## src/rtl/sdram_bus_bridge.sv

```systemverilog
// Host-side front end for sdram_controller: command FIFO, single-request issue FSM, credit-limited reads
// and a response FIFO. Define SDRAM_BRIDGE_STATS_EN to add accepted-request counters.
module sdram_bus_bridge #(
   parameter int AW        = 24,
   parameter int DW        = 16,
   parameter int CMD_DEPTH = 4,
   parameter int RSP_DEPTH = 4
) (
   input  logic            clk,
   input  logic            rst,
   input  logic            hst_req_valid,
   output logic            hst_req_ready,
   input  logic            hst_req_write,
   input  logic [AW-1:0]   hst_req_addr,
   input  logic [DW-1:0]   hst_req_wdata,
   input  logic [DW/8-1:0] hst_req_be,
   output logic            hst_rsp_valid,
   input  logic            hst_rsp_ready,
   output logic [DW-1:0]   hst_rsp_rdata,
   output logic            bus_req_read,
   output logic            bus_req_write,
   output logic [AW-1:0]   bus_req_addr,
   output logic            bus_req_burst,
   output logic [2:0]      bus_req_burst_len,
   output logic [DW-1:0]   bus_req_wdata,
   output logic [DW/8-1:0] bus_req_byteenable,
   input  logic            bus_req_ready,
   input  logic            bus_rsp_valid,
`ifdef SDRAM_BRIDGE_STATS_EN
   output logic [31:0]     stat_rd_cnt,
   output logic [31:0]     stat_wr_cnt,
`endif
   input  logic [DW-1:0]   bus_rsp_rdata
);

   localparam int BW  = DW / 8;
   localparam int EW  = 1 + AW + DW + BW;
   localparam int CPW = $clog2(CMD_DEPTH);
   localparam int RPW = $clog2(RSP_DEPTH);

   typedef enum logic {IDLE, ISSUE} state_t;

   state_t          state, state_d;
   logic            ready_en;
   logic [EW-1:0]   cmd_mem [CMD_DEPTH];
   logic [CPW-1:0]  cmd_wr_ptr, cmd_rd_ptr;
   logic [CPW:0]    cmd_count;
   logic [DW-1:0]   rsp_mem [RSP_DEPTH];
   logic [RPW-1:0]  rsp_wr_ptr, rsp_rd_ptr;
   logic [RPW:0]    rsp_count;
   logic [RPW:0]    rd_outstanding;
   logic [RPW+1:0]  inflight;
   logic            head_write;
   logic [AW-1:0]   head_addr;
   logic [DW-1:0]   head_wdata;
   logic [BW-1:0]   head_be;
   logic            head_ok, load, clear;
   logic            cmd_push, rsp_push, rsp_pop, rd_acc;

   assign hst_req_ready = ready_en & (cmd_count != (CPW+1)'(CMD_DEPTH));
   assign cmd_push      = hst_req_valid & hst_req_ready;
   assign {head_write, head_addr, head_wdata, head_be} = cmd_mem[cmd_rd_ptr];

   // The read currently held on the bus already owns a response slot.
   assign inflight = (RPW+2)'(rd_outstanding) + (RPW+2)'(rsp_count) + (RPW+2)'(bus_req_read);
   assign head_ok  = (cmd_count != '0) & (head_write | (inflight < (RPW+2)'(RSP_DEPTH)));

   assign rd_acc   = bus_req_read & bus_req_ready;
   assign rsp_push = bus_rsp_valid & (rd_outstanding != '0);
   assign rsp_pop  = hst_rsp_valid & hst_rsp_ready;

   assign hst_rsp_valid     = (rsp_count != '0);
   assign hst_rsp_rdata     = hst_rsp_valid ? rsp_mem[rsp_rd_ptr] : '0;
   assign bus_req_burst     = 1'b0;
   assign bus_req_burst_len = 3'd0;

   // NOTE: sequential state uses non-blocking assignments so every flop samples pre-edge values.
   always_ff @(posedge clk or posedge rst) begin
      if (rst) begin
         state    <= IDLE;
         ready_en <= 1'b0;
      end else begin
         state    <= state_d;
         ready_en <= 1'b1;
      end
   end

   // NOTE: every signal assigned in always_comb gets a default first, so no latch is inferred.
   always_comb begin
      state_d = state;
      case (state)
         IDLE:    if (head_ok) state_d = ISSUE;
         ISSUE:   if (bus_req_ready && !head_ok) state_d = IDLE;
         default: state_d = IDLE;
      endcase
   end

   always_comb begin
      load  = 1'b0;
      clear = 1'b0;
      case (state)
         IDLE:    load = head_ok;
         ISSUE: begin
            load  = bus_req_ready & head_ok;
            clear = bus_req_ready & ~head_ok;
         end
         default: ;
      endcase
   end

   always_ff @(posedge clk or posedge rst) begin
      if (rst) begin
         bus_req_read       <= 1'b0;
         bus_req_write      <= 1'b0;
         bus_req_addr       <= '0;
         bus_req_wdata      <= '0;
         bus_req_byteenable <= '0;
      end else if (load) begin
         bus_req_read       <= ~head_write;
         bus_req_write      <= head_write;
         bus_req_addr       <= head_addr;
         bus_req_wdata      <= head_wdata;
         bus_req_byteenable <= head_write ? head_be : '1;
      end else if (clear) begin
         bus_req_read  <= 1'b0;
         bus_req_write <= 1'b0;
      end
   end

   // NOTE: FIFO storage is not reset; the pointers and counts alone decide what is valid.
   always_ff @(posedge clk) begin
      if (cmd_push) cmd_mem[cmd_wr_ptr] <= {hst_req_write, hst_req_addr, hst_req_wdata, hst_req_be};
      if (rsp_push) rsp_mem[rsp_wr_ptr] <= bus_rsp_rdata;
   end

   always_ff @(posedge clk or posedge rst) begin
      if (rst) begin
         cmd_wr_ptr <= '0;
         cmd_rd_ptr <= '0;
         cmd_count  <= '0;
      end else begin
         if (cmd_push) cmd_wr_ptr <= cmd_wr_ptr + CPW'(1);
         if (load)     cmd_rd_ptr <= cmd_rd_ptr + CPW'(1);
         case ({cmd_push, load})
            2'b10:   cmd_count <= cmd_count + (CPW+1)'(1);
            2'b01:   cmd_count <= cmd_count - (CPW+1)'(1);
            default: ;
         endcase
      end
   end

   always_ff @(posedge clk or posedge rst) begin
      if (rst) begin
         rsp_wr_ptr     <= '0;
         rsp_rd_ptr     <= '0;
         rsp_count      <= '0;
         rd_outstanding <= '0;
      end else begin
         if (rsp_push) rsp_wr_ptr <= rsp_wr_ptr + RPW'(1);
         if (rsp_pop)  rsp_rd_ptr <= rsp_rd_ptr + RPW'(1);
         case ({rsp_push, rsp_pop})
            2'b10:   rsp_count <= rsp_count + (RPW+1)'(1);
            2'b01:   rsp_count <= rsp_count - (RPW+1)'(1);
            default: ;
         endcase
         case ({rd_acc, rsp_push})
            2'b10:   rd_outstanding <= rd_outstanding + (RPW+1)'(1);
            2'b01:   rd_outstanding <= rd_outstanding - (RPW+1)'(1);
            default: ;
         endcase
      end
   end

`ifdef SDRAM_BRIDGE_STATS_EN
   always_ff @(posedge clk or posedge rst) begin
      if (rst) begin
         stat_rd_cnt <= '0;
         stat_wr_cnt <= '0;
      end else begin
         if (rd_acc && stat_rd_cnt != 32'hFFFF_FFFF) stat_rd_cnt <= stat_rd_cnt + 32'd1;
         if (bus_req_write && bus_req_ready && stat_wr_cnt != 32'hFFFF_FFFF)
            stat_wr_cnt <= stat_wr_cnt + 32'd1;
      end
   end
`endif

endmodule
```

## config.mk

```make
export PLATFORM = sky130hd
export DESIGN_NAME = sdram_bus_bridge
export DESIGN_NICKNAME = d
export VERILOG_FILES = /design/src/rtl/sdram_bus_bridge.sv
export SDC_FILE = /design/constraint.sdc
export NUM_CORES = 1
export LEC_CHECK = 0
export ABC_AREA = 1
export CAP_MARGIN = 20
export CORE_UTILIZATION = 58
export CTS_BUF_LIST = sky130_fd_sc_hd__clkbuf_8
export CTS_CLUSTER_DIAMETER = 100
export DETAILED_ROUTE_END_ITERATION = 7
export PLACE_DENSITY = 0.93
export SYNTH_ARGS = -nofsm -noshare
export SYNTH_HDL_FRONTEND = slang
export SYNTH_SLANG_ARGS = --single-unit
```

## constraint.sdc

```tcl
create_clock -name clk -period 4.2 [get_ports clk]
set_input_delay 0.84 -clock clk [delete_from_list [all_inputs] [get_ports clk]]
set_output_delay 0.84 -clock clk [all_outputs]
set_load 0.05 [all_outputs]
```

==> summary.md <==
| Metric | Value |
|---|---|
| Outcome | complete, no violations |
| First-pass GRT wire length | ~39 mm |
| Min-Delay Path Class | register to register |
| DRT antenna net count | 0 |
| Startpoint types | register |
| Hold path start | cmd_count[0]$_DFFE_PP0P_ |
| Slew @ Worst Pin | roughly 0.86 ns |
| Clk sink count | about 300 |
| Diode count | 0 |
| Hold_buf cts | 0 |
| Initial antenna violation count | 0 |
| Met2 usage | ~44% |
| Commonest non-fill, non-tap cell in the layout | edfxtp_1 |
| CORE AREA | 19650 µm² |
| Max stage delay on crit path | slightly above 0.8 ns |
| # resized after CTS | 0 |
| Setup TNS | 0 ns |
| RSZ-0062 raised after global routing | no |
| Flop-to-flop setup slack | approximately 1.8 ns |
| Gp weighted congestion | 0.8155 |
| I/O pin total | between 100 and 150 |
| Synth warn | 0 |
| Worst Setup End Kind | primary output |
| Cells after Synth | between 900 and 1000 |
| Via Count | between 7000 and 8000 |
| Cell row count | a little over 50 |
| Final period util | ~90% |
| Root Buffer | clkbuf_8 |
| # DRC | 0 |
| Hold depth | 1 |
| DR iter-0 viols | ~630 |
| Worst Reg-to-Reg Cells | 12 |
| Sequential area share after synthesis | 73.97% |
| CP arrival | about 2.9 ns |
| Met1 Track Usage GR | 29.94% |
| Max-cap violation count | 0 |
| Hold Crit Endpoint | cmd_count[0]$_DFFE_PP0P_ |
| Final hold vios | 0 |
| Post-DP HPWL | roughly 15 mm |
| Count of final setup violators | 0 |
| Avg WL per Cell | approximately 19 µm |
| Fmax | between 200 and 300 MHz |
| Max-slew headroom | between 40% and 50% |
| Layout cells sized above 1 | 8.273% |
| Worst skew pair latency | roughly 0.55 ns |
| Vias in the first global route | a little under 8000 |
| FF-to-FF End | cmd_count[2]$_DFFE_PP0P_ |
| Max VDD drop | ~560 µV |
| FF-to-FF Start | cmd_rd_ptr[1]$_DFFE_PP0N_ |
| Grt ovf | 0 |
| Setup Fix Bufs, Post-CTS | 0 |
| Die height | between 100 and 150 µm |
| Clock buffer depth | 3 |
| Final Util | ~72% |
| Area growth from synthesis to layout | 20.20% |
| Final Instance Area | between 10000 and 15000 µm² |
| Vias/cell | 5.587 |
| Dpl cell area | between 10000 and 15000 µm² |
| Initial Utilization | between 50 and 60% |
| Commonest non-fill, non-tap cells in the layout | edfxtp_1 (236), nand2_1 (161), nor2_1 (150) |
| Synth cell types | 32 |
| Critical path class | register to primary output |
| Most used cell, CP | nor2_1 |
| Critical-path cell list | buf_4, nor2_1, nor2_1, o21ai_0, a21oi_1, clkdlybuf4s50_1 |
| H-tree depth | 2 |
| CTS Buf Count | between 40 and 50 |
| DIE AREA | between 20000 and 25000 µm² |
| Max Transition Viols Final | 0 |
| DIE WIDTH | between 100 and 150 µm |
| Fillers | between 1000 and 1500 |
| Post-synthesis cell area | around 12000 µm² |
| All-layer global routing usage | 25.24% |
| Lkg Pwr | around 5.3 nW |
| Nets | approximately 1200 |
| TritonRoute pass-1 iters | 7 |
| Largest net degree at the start of global routing | 86 |
| CTS tree | done |
| CP Max Fanout | 24 |
| Slowest-stage cell, CP | clkdlybuf4s50_1 |
| Layer with the highest usage | met2 |
| P per Cell Area | 807.6 nW/µm² |
| Critical Path RT | approximately 3.4 ns |
| Met3 Resource Use GR | under 10% |
| FF+latch count, synth | between 200 and 300 |
| Syn avg cell area | ~13 µm² |
| Port Buffers | between 100 and 150 |
| Final setup skew | around 0.026 ns |
| Final Critical Period | about 3.7 ns |
| Worst-path clk slew | 0.06 ns |
| Drt total wl | 25.50 mm |
[Yosys cell counts]
cell type | n | area share [%]
nor3_1 | 1 | 0.043
nand3_1 | 6 | 0.26
inv_2 | 2 | 0.064
nand2_1 | 161 | 5.2
nor2_1 | 154 | 4.9
o21ai_1 | 11 | 0.47
xnor2_1 | 6 | 0.45
o22ai_1 | 40 | 2.1
ha_1 | 14 | 1.5
xor2_1 | 5 | 0.37
buf_4 | 5 | 0.32
a21oi_1 | 22 | 0.94
conb_1 | 2 | 0.064
nand4_1 | 2 | 0.11
inv_1 | 31 | 0.99
fa_1 | 3 | 0.51
o21ai_0 | 111 | 4.7
nor3_2 | 1 | 0.085
o31ai_2 | 1 | 0.11
clkinv_1 | 1 | 0.032
dfrtp_1 | 63 | 13
nand3_2 | 1 | 0.085
buf_2 | 18 | 0.77
and2_1 | 1 | 0.053
edfxtp_1 | 236 | 61
a31oi_1 | 1 | 0.053
nand2_4 | 1 | 0.096
nand2_2 | 2 | 0.11
inv_4 | 1 | 0.053
nand3_4 | 1 | 0.15
buf_6 | 7 | 0.67
clkbuf_1 | 22 | 0.71
[worst max-delay path by stage]
stage	start	end
after floorplan	cmd_count[0]$_DFFE_PP0P_	cmd_mem[0][0]$_DFFE_PP_
after global placement	rsp_rd_ptr[0]$_DFFE_PP0P_	hst_rsp_rdata[11]
after detailed placement	rsp_rd_ptr[0]$_DFFE_PP0P_	hst_rsp_rdata[4]
after CTS	rsp_rd_ptr[0]$_DFFE_PP0P_	hst_rsp_rdata[4]
after global routing	rsp_rd_ptr[0]$_DFFE_PP0P_	hst_rsp_rdata[4]
final	rsp_rd_ptr[0]$_DFFE_PP0P_	hst_rsp_rdata[4]
[state kept, by name, indices dropped and copies added, names as in the netlist, 2 cells and up]
signal,flops
cmd_mem,172
rsp_mem,64
bus_req_addr,24
bus_req_wdata,16
cmd_count,3
rd_outstanding,3
rsp_count,3
bus_req_byteenable,2
cmd_rd_ptr,2
cmd_wr_ptr,2
rsp_rd_ptr,2
rsp_wr_ptr,2
[cells by family (layout without fill, tap and decap cells)]
| kind of cell | Yosys count | after routing | share of synthesized area [%] |
|---|---|---|---|
| fa+ha+maj | 17 | 17 | 2.008 |
| buf+inv | 87 | 263 | 3.611 |
| simple gates | 331 | 331 | 11.08 |
| xor+xnor | 11 | 11 | 0.8225 |
| other cells | 2 | 5 | 0.06412 |
| compound gates | 186 | 186 | 8.450 |
| flops | 299 | 299 | 73.97 |
[critical path, delay by kind of cell, from the launching register on]
kind | cells | cell delay, ns
buf+inv | 2 | 1.17
flops | 1 | 0.60
compound gates | 2 | 0.32
simple gates | 2 | 0.23
[power breakdown]
group / internal, mW / leakage (nW) / switching (mW)
clock: 1.18 / 0.509 / 1.04
sequential: 3.85 / 2.91 / 0.350
combinational: 1.51 / 1.93 / 3.44
[per-layer routing]
layer  part of all wire (%)  up-vias
li1                       -     3531
met1                     37     3676
met2                     51      424
met3                    9.4       62
met4                    2.4        0
met5                      0        -
[final cells by class]
type,instances,area (µm²),area share [%]
repair buffers,147,1431,10.17
clock buffers,48,660.6,4.693
well taps,265,331.6,2.355
clock inverters,33,188.9,1.342
multi-input cells,550,2668,18.95
inverters,35,133.9,0.9509
flip-flops and latches,299,8665,61.54
[per-stage QoR]
| step | cells | hold WS, ns | power (mW) | setup slack, ns |
|---|---|---|---|---|
| 6_report | 1377 | 0.4740 | 11.37 | 0.4925 |
| 5_1_grt | 1377 | 0.4861 | 12.00 | 0.3523 |
| 4_1_cts | 1377 | 0.4785 | 11.40 | 0.5220 |
| 3_5_place_dp | 1296 | 0.4648 | 9.140 | 1.133 |
| 3_3_place_gp | 1296 | 0.4627 | 8.901 | 1.280 |
| 2_1_floorplan | 936 | 0.4465 | 7.662 | 0.09591 |
No activity file was read; power rests on OpenSTA's default activity.
